**src/rtl/wb_ram_arbiter.sv**
```systemverilog
`default_nettype none
// +--------------------------------------------------------------------------+
// | wb_ram_arbiter: shares one Wishbone RAM slave port among NUM_MASTERS      |
// | masters, whole-cycle ownership, round-robin, per-access ERR watchdog.     |
// | Option ARB_VIDEO_IN_PRIO_EN: master 0 (video_in) wins every arbitration.  |
// | Revision: 1.0                                                             |
// +--------------------------------------------------------------------------+
module wb_ram_arbiter #(
  parameter int NUM_MASTERS = 3,
  parameter int TIMEOUT     = 255
) (
  input  logic                      p_clk,
  input  logic                      p_reset,
  input  logic [NUM_MASTERS-1:0]    m_wb_CYC_I,
  input  logic [NUM_MASTERS-1:0]    m_wb_STB_I,
  input  logic [NUM_MASTERS-1:0]    m_wb_WE_I,
  input  logic [NUM_MASTERS-1:0]    m_wb_LOCK_I,
  input  logic [4*NUM_MASTERS-1:0]  m_wb_SEL_I,
  input  logic [32*NUM_MASTERS-1:0] m_wb_ADR_I,
  input  logic [32*NUM_MASTERS-1:0] m_wb_DAT_I,
  output logic [31:0]               m_wb_DAT_O,
  output logic [NUM_MASTERS-1:0]    m_wb_ACK_O,
  output logic [NUM_MASTERS-1:0]    m_wb_ERR_O,
  output logic [NUM_MASTERS-1:0]    m_wb_RTY_O,
  output logic                      s_wb_CYC_O,
  output logic                      s_wb_STB_O,
  output logic                      s_wb_WE_O,
  output logic                      s_wb_LOCK_O,
  output logic [3:0]                s_wb_SEL_O,
  output logic [31:0]               s_wb_ADR_O,
  output logic [31:0]               s_wb_DAT_O,
  input  logic [31:0]               s_wb_DAT_I,
  input  logic                      s_wb_ACK_I,
  input  logic                      s_wb_ERR_I,
  input  logic                      s_wb_RTY_I,
  output logic [NUM_MASTERS-1:0]    grant
);

  localparam int IW = (NUM_MASTERS > 2) ? 2 : 1;

  typedef enum logic [0:0] {IDLE = 1'b0, OWNED = 1'b1} state_t;

  state_t                 state, state_nxt;
  logic [NUM_MASTERS-1:0] grant_nxt;
  logic [IW-1:0]          last, last_nxt;
  logic [IW-1:0]          owner, pick, scan_idx;
  logic                   pick_valid;
  logic [7:0]             wdog, wdog_nxt;
  logic                   owned, resp, wd_hit, wd_err;

  always_comb begin
    owner = '0;
    for (int i = 0; i < NUM_MASTERS; i++)
      if (grant[i]) owner = IW'(i);
  end

  // Scan downwards so the last hit is the nearest requester after 'last'.
  always_comb begin
    pick       = last;
    pick_valid = 1'b0;
    scan_idx   = '0;
    for (int k = NUM_MASTERS; k >= 1; k--) begin
      scan_idx = IW'((int'(last) + k) % NUM_MASTERS);
      if (m_wb_CYC_I[scan_idx]) begin
        pick       = scan_idx;
        pick_valid = 1'b1;
      end
    end
`ifdef ARB_VIDEO_IN_PRIO_EN
    if (m_wb_CYC_I[0]) begin
      pick       = '0;
      pick_valid = 1'b1;
    end
`endif
  end

  assign owned       = |grant;
  assign resp        = s_wb_ACK_I | s_wb_ERR_I | s_wb_RTY_I;
  // STB is cut on the timeout cycle unconditionally so it never depends on
  // the slave's response (no combinational loop through a fast slave).
  assign wd_hit      = owned && (wdog == 8'(TIMEOUT));
  assign wd_err      = wd_hit & ~resp;

  assign s_wb_CYC_O  = owned & m_wb_CYC_I[owner];
  assign s_wb_STB_O  = owned & m_wb_STB_I[owner] & ~wd_hit;
  assign s_wb_WE_O   = owned & m_wb_WE_I[owner];
  assign s_wb_LOCK_O = owned & m_wb_LOCK_I[owner];
  assign s_wb_SEL_O  = owned ? m_wb_SEL_I[owner*4 +: 4]  : 4'hF;
  assign s_wb_ADR_O  = owned ? m_wb_ADR_I[owner*32 +: 32] : 32'h0;
  assign s_wb_DAT_O  = owned ? m_wb_DAT_I[owner*32 +: 32] : 32'h0;

  assign m_wb_DAT_O  = s_wb_DAT_I;
  assign m_wb_ACK_O  = grant & {NUM_MASTERS{s_wb_ACK_I}};
  assign m_wb_ERR_O  = grant & {NUM_MASTERS{s_wb_ERR_I | wd_err}};
  assign m_wb_RTY_O  = grant & {NUM_MASTERS{s_wb_RTY_I}};

  always_comb begin
    state_nxt = state;
    grant_nxt = grant;
    last_nxt  = last;
    wdog_nxt  = '0;
    if (s_wb_STB_O && !resp) wdog_nxt = wdog + 8'd1;
    case (state)
      IDLE: begin
        if (pick_valid) begin
          grant_nxt = {{(NUM_MASTERS-1){1'b0}}, 1'b1} << pick;
          state_nxt = OWNED;
        end
      end
      OWNED: begin
        if (!m_wb_CYC_I[owner] && !m_wb_LOCK_I[owner]) begin
          grant_nxt = '0;
          state_nxt = IDLE;
`ifdef ARB_VIDEO_IN_PRIO_EN
          if (owner != '0) last_nxt = owner;
`else
          last_nxt = owner;
`endif
        end
      end
      default: begin
        grant_nxt = '0;
        state_nxt = IDLE;
      end
    endcase
  end

  always_ff @(posedge p_clk or posedge p_reset) begin
    if (p_reset) begin
      state <= IDLE;
      grant <= '0;
      last  <= IW'(NUM_MASTERS - 1);
      wdog  <= '0;
    end else begin
      state <= state_nxt;
      grant <= grant_nxt;
      last  <= last_nxt;
      wdog  <= wdog_nxt;
    end
  end

endmodule
`default_nettype wire
```
**config.mk**
```make
export PLATFORM = sky130hd
export DESIGN_NAME = wb_ram_arbiter
export DESIGN_NICKNAME = d
export VERILOG_FILES = /design/src/rtl/wb_ram_arbiter.sv
export SDC_FILE = /design/constraint.sdc
export NUM_CORES = 1
export LEC_CHECK = 0
export BUFFER_PORTS_ARGS = -buffer_cell sky130_fd_sc_hd__clkbuf_2
export CAP_MARGIN = 20
export CORE_AREA = 3 3 142 144
export DETAILED_ROUTE_END_ITERATION = 8
export DIE_AREA = 0 0 145 147
export GPL_ROUTABILITY_DRIVEN = 0
export PLACE_DENSITY = 0.52
export SYNTH_ARGS = -nofsm -noshare
export SYNTH_HDL_FRONTEND = slang
export SYNTH_SLANG_ARGS = --single-unit
export TNS_END_PERCENT = 1
```
**constraint.sdc**
```tcl
create_clock -name p_clk -period 2.6 [get_ports p_clk]
set_input_delay 0.39 -clock p_clk [delete_from_list [all_inputs] [get_ports p_clk]]
set_output_delay 0.39 -clock p_clk [all_outputs]
set_load 0.01 [all_outputs]
```
* Word level (Yosys, flattened, before mapping) *
Index checks and enable logic that the tools add are counted.

storage, ports and cells
  bits in registers = 14
  bits in latches = 0
  memory bits (writable) = 0
  memory bits (read-only) = 0
  input port bits = 253
  output and inout port bits = 116
  word-level logic and storage cells = 78
  memories kept = 0

cells by class
  add/sub/neg operators = 4
  multiply operators = 0
  divide/modulo/power cells = 3
  order comparisons = 4
  equal/unequal tests = 3
  shift operators = 4
  muxes and demuxes = 32
  bitwise operators = 15
  reduce and logical (&&, ||, !) cells = 9

operator list
  cell                                                     count
  indexed part select 96 x 8 -> 32 bit                     2
  remainder unit 32 x 3 -> 32 bit (second input constant)  3
  two-way mux 32 bit                                       2
  binary-select mux 1 bit (select 2 bit)                   7
  two-way mux 1 bit                                        13
  < comparator 2 x 3 -> 1 bit (second input constant)      4
  indexed part select 12 x 5 -> 4 bit                      1
  AND 3 bit                                                3
  adder 8 x 1 -> 8 bit (second input constant)             1
  == test 8 bit (second input constant)                    1
  two-way mux 2 bit                                        4
  two-way mux 8 bit                                        1
  adder 2 x 2 -> 3 bit (second input constant)             2
  AND 1 bit                                                6
  two-way mux 3 bit                                        2
  one-hot mux 3 bit (2 select lines)                       1
  two-way mux 4 bit                                        1
  AND reduction 2 bit                                      2
  adder 2 x 1 -> 3 bit (second input constant)             1
  logical AND 1 bit                                        3
  logical NOT 1 bit                                        3
  inverter 1 bit                                           3
  bitwise OR 1 bit                                         3
  OR reduction 3 bit                                       1
  other kinds (4)                                          4

* Logic depth before layout (Yosys ltp) *
Gate-level depths: netlist of the first run.

  word-level depth = 10
  mapped depth = 8

* Least setup slack after synthesis of the first run *
OpenSTA, ideal clock, no wires.

  path kind = flip-flop to output port
  start = register grant[0]
  end = output port s_wb_DAT_O[14]
  data arrival time = 1.453 ns
  setup slack = 0.757 ns
  stages on the path, launching flop included = 7
  cell sequence = dfrtp_1 > and2b_1 > buf_2 > buf_2 > buf_2 > a22oi_1 > o21ai_0

on the way
  longest elaborated chain between the ends = 2

ends and longest elaborated chain
  element                 line  text
  from (decl)             36    output logic [NUM_MASTERS-1:0] grant
  from (signal assigned)  136   grant <= grant_nxt;
  OR reduction 3 bit      77    assign owned = |grant;
  two-way mux 32 bit      90    assign s_wb_DAT_O = owned ? m_wb_DAT_I[owner*32 +: 32] : 32'h0;
  to (decl)               31    output logic [31:0] s_wb_DAT_O,

Every way passes these cells.

* Final worst setup path of the first run *
  start = register grant[1]
  end = output port s_wb_DAT_O[22]

on the way
  longest elaborated chain between the ends = 4

ends and longest elaborated chain
  element                               line  text
  two-way mux 1 bit                     54    if (grant[i]) owner = IW'(i);
  two-way mux 2 bit                     54
  indexed part select 96 x 8 -> 32 bit  90
  two-way mux 32 bit *                  90

Every way passes the cells marked *; elsewhere a longest branch is shown, timed or not.

==> flow_summary.json, run 1 <==
{
  "ys_seq_area_frac": 0.1366,
  "synth_edf_count": 0,
  "grt_overflow": 0,
  "core.rowCount": 50,
  "nFillCells": 2174,
  "antenna_found_initial": 1,
  "vias_per_cell": 4.174,
  "syn2layout_area_growth_pct": 63.15,
  "status": "complete, no violations",
  "crit_slowest_cell": "dfrtp_2",
  "ant_nets": 0,
  "endpoint_kind": "output pin",
  "portBuffers": 304,
  "tritoncts": "built",
  "fin_skew_ps": 4.504,
  "htreeDepth": 1,
  "cts_buffers": 3,
  "start_util": 0.1367,
  "worst_slew_pin_slew_ps": 551.8,
  "cts_hold_buf": 0,
  "post_synth.cell_area_avg_sq_um": 6.616,
  "final_cell_mix": "304 x clkbuf_2, 78 x nand2_1, 72 x o21ai_0, 65 x a22oi_1, 11 x dfrtp_1",
  "synth_flop_cell": "dfrtp_1",
  "slew_violations": 0,
  "critPathMaxFanout": 68,
  "power_density_mw_per_mm2": 836.2,
  "layout-drive-gt1-share": 0.5321,
  "setup_violations": 0,
  "p_leak_uw": 0.002067,
  "cts-resized-gates": 0,
  "maxCapViolCount": 0,
  "syn_nets": 647,
  "crit_arrival_ps": 1930,
  "wl_um": 14360,
  "drt_iter0_drc": 144,
  "cpPeakStageDelay_ps": 430,
  "cts.sinks": 14,
  "async_flop_share": 1.000,
  "hpwl_um": 12070,
  "pin_count": 369,
  "drc": 0,
  "ys_warn_count": 0,
  "synthCells": 389,
  "rsz0062_at_grt": "false",
  "synth_seq_cells": 14,
  "critPathKind": "flip-flop to output pin",
  "relSlewSlack": 0.6318,
  "die_y_um": 147,
  "crit_required_ps": 2210,
  "crit_family": "compound AO/OA/AOI/OAI gates",
  "nets": 898,
  "clockBufferDepth": 2,
  "fmax_ghz": 0.4314,
  "core_sq_mm": 0.01883,
  "fin_crit_ps": 2318,
  "path_clk_slew_ps": 50,
  "multi_input_area_sq_mm": 0.001797,
  "wl_per_cell_um": 15.97,
  "crit_buf_inv": 2,
  "seq_area_sq_um": 356.6,
  "min_path_type": "primary input to async pin",
  "post_cts_buffers": 0,
  "hold_slack_ps": 163.3,
  "fin_setup_tns_ps": 0,
  "syn_area_sq_mm": 0.002574,
  "cts_root_buf": "clkbuf_16",
  "clkLatencyLatePin_ps": 250,
  "grt_pass1_vias": 3657,
  "track_usage": 0.1242,
  "critPathLaunchType": "flip-flop",
  "synth.distinct_cells": 48,
  "grt_max_degree": 69,
  "vias": 3752,
  "diodes": 0,
  "drt_pass1_iterations": 5,
  "peakVddDrop_mv": 0.2662,
  "final.period_utilization": 0.8916,
  "report.final.hold_viol_count": 0,
  "final_common_cell": "clkbuf_2",
  "die_w_um": 145,
  "path_cells": "and2b_2, buf_12, a22oi_1, o21ai_0, clkbuf_2",
  "grt_pass1_wl_um": 21490,
  "die_area_sq_mm": 0.02132
}
[worst reg2reg max path, delay by kind of cell, from the launching register on]
kind	cells	cell delay, ps
buffers and inverters	1	90
and+or+nand+nor	1	200
adders and majority gates	1	400
AOI/OAI and AO/OA	3	770
DFF	1	420
[final timing paths]
check | endpoint | slack, ps | depth (start not counted) | from
max | s_wb_DAT_O[22] | 280 | 5 | grant[1]$_DFFE_PP0P_
min | wdog[4]$_DFF_PP0_ | 160 | 2 | p_reset
max reg2reg | grant[0]$_DFFE_PP0P_ | 590 | 6 | last[0]$_DFFE_PP0P_
min reg2reg | wdog[0]$_DFF_PP0_ | 500 | 1 | wdog[0]$_DFF_PP0_
max in group asynchronous | grant[2]$_DFFE_PP0P_ | 2020 | 2 | p_reset
min in group p_clk | wdog[0]$_DFF_PP0_ | 500 | 1 | wdog[0]$_DFF_PP0_
[cell usage after synthesis (all sizes together) (2+ instances only)]
master   n  share of area
nand2   78           0.11
o21ai   73           0.14
a22oi   66           0.19
buf     46           0.12
clkbuf  21          0.031
nor2    18          0.034
dfrtp   13           0.13
inv      8          0.012
and2     7          0.017
a21oi    6          0.012
ha       5          0.024
nand3    5         0.0097
nor2b    5          0.013
o22ai    5          0.012
xnor2    3          0.010
xor2     3          0.010
a21boi   2         0.0058
a221oi   2         0.0068
o21a     2         0.0058
o221ai   2         0.0092
o31ai    2         0.0078
[report_power, final]
| group | switching (uW) | internal (uW) | total [uW] |
|---|---|---|---|
| clock network | 96.8 | 234 | 330 |
| logic | 1730 | 1100 | 2830 |
| registers | 90.7 | 261 | 352 |
| total | 1920 | 1590 | 3510 |
[cells by family after synthesis]
family	Yosys count	share of synthesized area
AOI/OAI and AO/OA	172	0.4502
xor gates and xnor gates	6	0.02042
and+or+nand+nor	117	0.2027
DFF	14	0.1366
buffers and inverters	75	0.1658
adders and majority gates	5	0.02431
[registers in the layout, summed over array words and instances (netlist names)]
name and cells:
grant 3, last 2, state 1, wdog 8
[through the flow]
stage	worst slack, ps	cells	power [uW]	area (sq um)	utilization
final	281.8	899	3511	4199	0.2230
after global routing	126.5	899	3833	4199	0.2230
after CTS	182.3	899	3554	4199	0.2230
after detailed placement	447.3	895	3219	4110	0.2183
after global placement	443.7	895	3201	4110	0.2183
after floorplan	756.7	389	2028	2574	-
[per-layer routing]
metal,vias up,wire length (um),part of all wire,global-route usage
li1,1869,-,-,-
met1,1659,6295,0.44,0.1700
met2,200,6883,0.48,0.2075
met3,22,1024,0.071,0.02437
met4,2,144,0.010,0.01900
met5,-,13,0.00091,0
[layout make-up]
class / count / area share
inverter: 8 / 0.007151
timing repair buffer: 313 / 0.3814
tap: 260 / 0.07747
clock buffer: 4 / 0.02116
sequential: 14 / 0.08492
multi-input combinational: 300 / 0.4279
Note: power is estimated with default switching activity, not from simulation.
==> run 2, diff against run 1 <==
==> constraint.sdc (replaced) <==
create_clock -name p_clk -period 2.6 [get_ports p_clk]
set_input_delay 0.52 -clock p_clk [delete_from_list [all_inputs] [get_ports p_clk]]
set_output_delay 0.52 -clock p_clk [all_outputs]
set_load 0.01 [all_outputs]
==> flow_summary.json, run 2 (synthesis gave the netlist of run 1 again) <==
{
  "reg_top3": "wdog: 8 flops, grant: 3 flops, last: 2 flops",
  "status": "complete, no violations",
  "vias_per_cell": 4.179,
  "htreeDepth": 1,
  "setup_violations": 0,
  "largest_reg_flops": 8,
  "critPathMaxFanout": 56,
  "endpoint_kind": "output pin",
  "grt_pass1_vias": 3684,
  "tritoncts": "built",
  "hpwl_um": 12120,
  "crit_required_ps": 2080,
  "rsz0062_at_grt": "false",
  "critPathKind": "flip-flop to output pin",
  "final.period_utilization": 0.9240,
  "cts.sinks": 14,
  "slew_violations": 0,
  "drt_pass1_iterations": 5,
  "place_ws_ps": 429.7,
  "grt_overflow": 0,
  "min_path_type": "primary input to async pin",
  "wl_um": 14270,
  "seq_area_sq_um": 356.6,
  "cts_hold_buf": 0,
  "dpl.cell_count": 895,
  "peakVddDrop_mv": 0.2930,
  "pin_count": 369,
  "report.final.hold_viol_count": 0,
  "clkLatencyLatePin_ps": 240,
  "critPathLaunchType": "flip-flop",
  "maxCapViolCount": 0,
  "drt_iter0_drc": 271,
  "track_usage": 0.1240,
  "start_util": 0.1367,
  "fmax_ghz": 0.4163,
  "core.rowCount": 50,
  "fin_crit_ps": 2402,
  "path_cells": "and2b_2, buf_12, a22oi_2, a211oi_4, clkbuf_2",
  "fin_setup_tns_ps": 0,
  "diodes": 0,
  "path_clk_slew_ps": 50,
  "final_cells": 899,
  "cts_buffers": 3,
  "portBuffers": 304,
  "core_sq_mm": 0.01883,
  "wl_per_cell_um": 15.87,
  "worst_slew_pin_slew_ps": 551.9,
  "nFillCells": 2161,
  "post_cts_buffers": 0,
  "cpPeakStageDelay_ps": 440,
  "nets": 898,
  "multi_input_area_sq_mm": 0.001797,
  "power_density_mw_per_mm2": 824.5,
  "fin_skew_ps": 3.082,
  "top_register": "wdog",
  "r2r_cells": 5,
  "antenna_found_initial": 1,
  "die_y_um": 147,
  "layout-drive-gt1-share": 0.5305,
  "final_cell_mix": "304 x clkbuf_2, 78 x nand2_1, 72 x o21ai_0, 65 x a22oi_1, 11 x dfrtp_1",
  "cts-resized-gates": 0,
  "crit_slowest_cell": "dfrtp_2",
  "relSlewSlack": 0.6317,
  "setup_ws_ps": 197.6,
  "syn2layout_area_growth_pct": 62.76,
  "grt_max_degree": 63,
  "drc": 0,
  "die_w_um": 145,
  "fin_util": 0.2225,
  "cts_root_buf": "clkbuf_16",
  "crit_arrival_ps": 1880,
  "final_common_cell": "clkbuf_2",
  "p_leak_uw": 0.002061,
  "hold_slack_ps": 305.7,
  "vias": 3757,
  "grt_pass1_wl_um": 21230,
  "clockBufferDepth": 2,
  "die_area_sq_mm": 0.02132,
  "ant_nets": 0
}
run 2: layout make-up:
cell class / instances / area share
flip-flops and latches: 14 / 0.08513
repair buffers: 313 / 0.3823
well taps: 260 / 0.07766
clock buffers: 4 / 0.01882
multi-input cells: 300 / 0.4289
inverters: 8 / 0.007168
run 2: per-layer routing:
layer,vias to the layer above,wire (um),part of all wire,GRT usage
li1,1873,-,-,-
met1,1647,6283,0.44,0.1700
met2,213,6755,0.47,0.2040
met3,22,1066,0.075,0.02560
met4,2,152,0.011,0.02233
met5,-,12,0.00084,0
run 2: path summary, 6_finish.rpt:
check                                             to  slack [ps]                 start
worst max-delay path                      s_wb_STB_O         200  grant[1]$_DFFE_PP0P_
worst min-delay path               wdog[3]$_DFF_PP0_         310               p_reset
max in group asynchronous       grant[2]$_DFFE_PP0P_        1880               p_reset
min in group p_clk                 wdog[0]$_DFF_PP0_         490     wdog[0]$_DFF_PP0_
worst max register to register  grant[0]$_DFFE_PP0P_         610   last[1]$_DFFE_PP1P_
worst min register to register     wdog[0]$_DFF_PP0_         490     wdog[0]$_DFF_PP0_
run 2: where the power goes:
| group | internal [uW] | total [uW] | switching, uW |
|---|---|---|---|
| Sequential | 261 | 301 | 40.0 |
| Clock | 207 | 294 | 87.2 |
| Combinational | 1100 | 2860 | 1760 |
| Total | 1560 | 3450 | 1890 |
run 2: critical path: cells and delay by family (launching register included):
kind                   cells  cell delay (ps)
AOI/OAI and AO/OA          2              500
DFF                        1              440
buffers and inverters      2              440
and+or+nand+nor            1              260
run 2: metrics by stage:
stage	area (sq um)	power, uW
floorplan	2574	2028
global placement	4110	3199
detailed placement	4110	3201
CTS	4189	3505
global route	4189	3801
finish	4189	3454
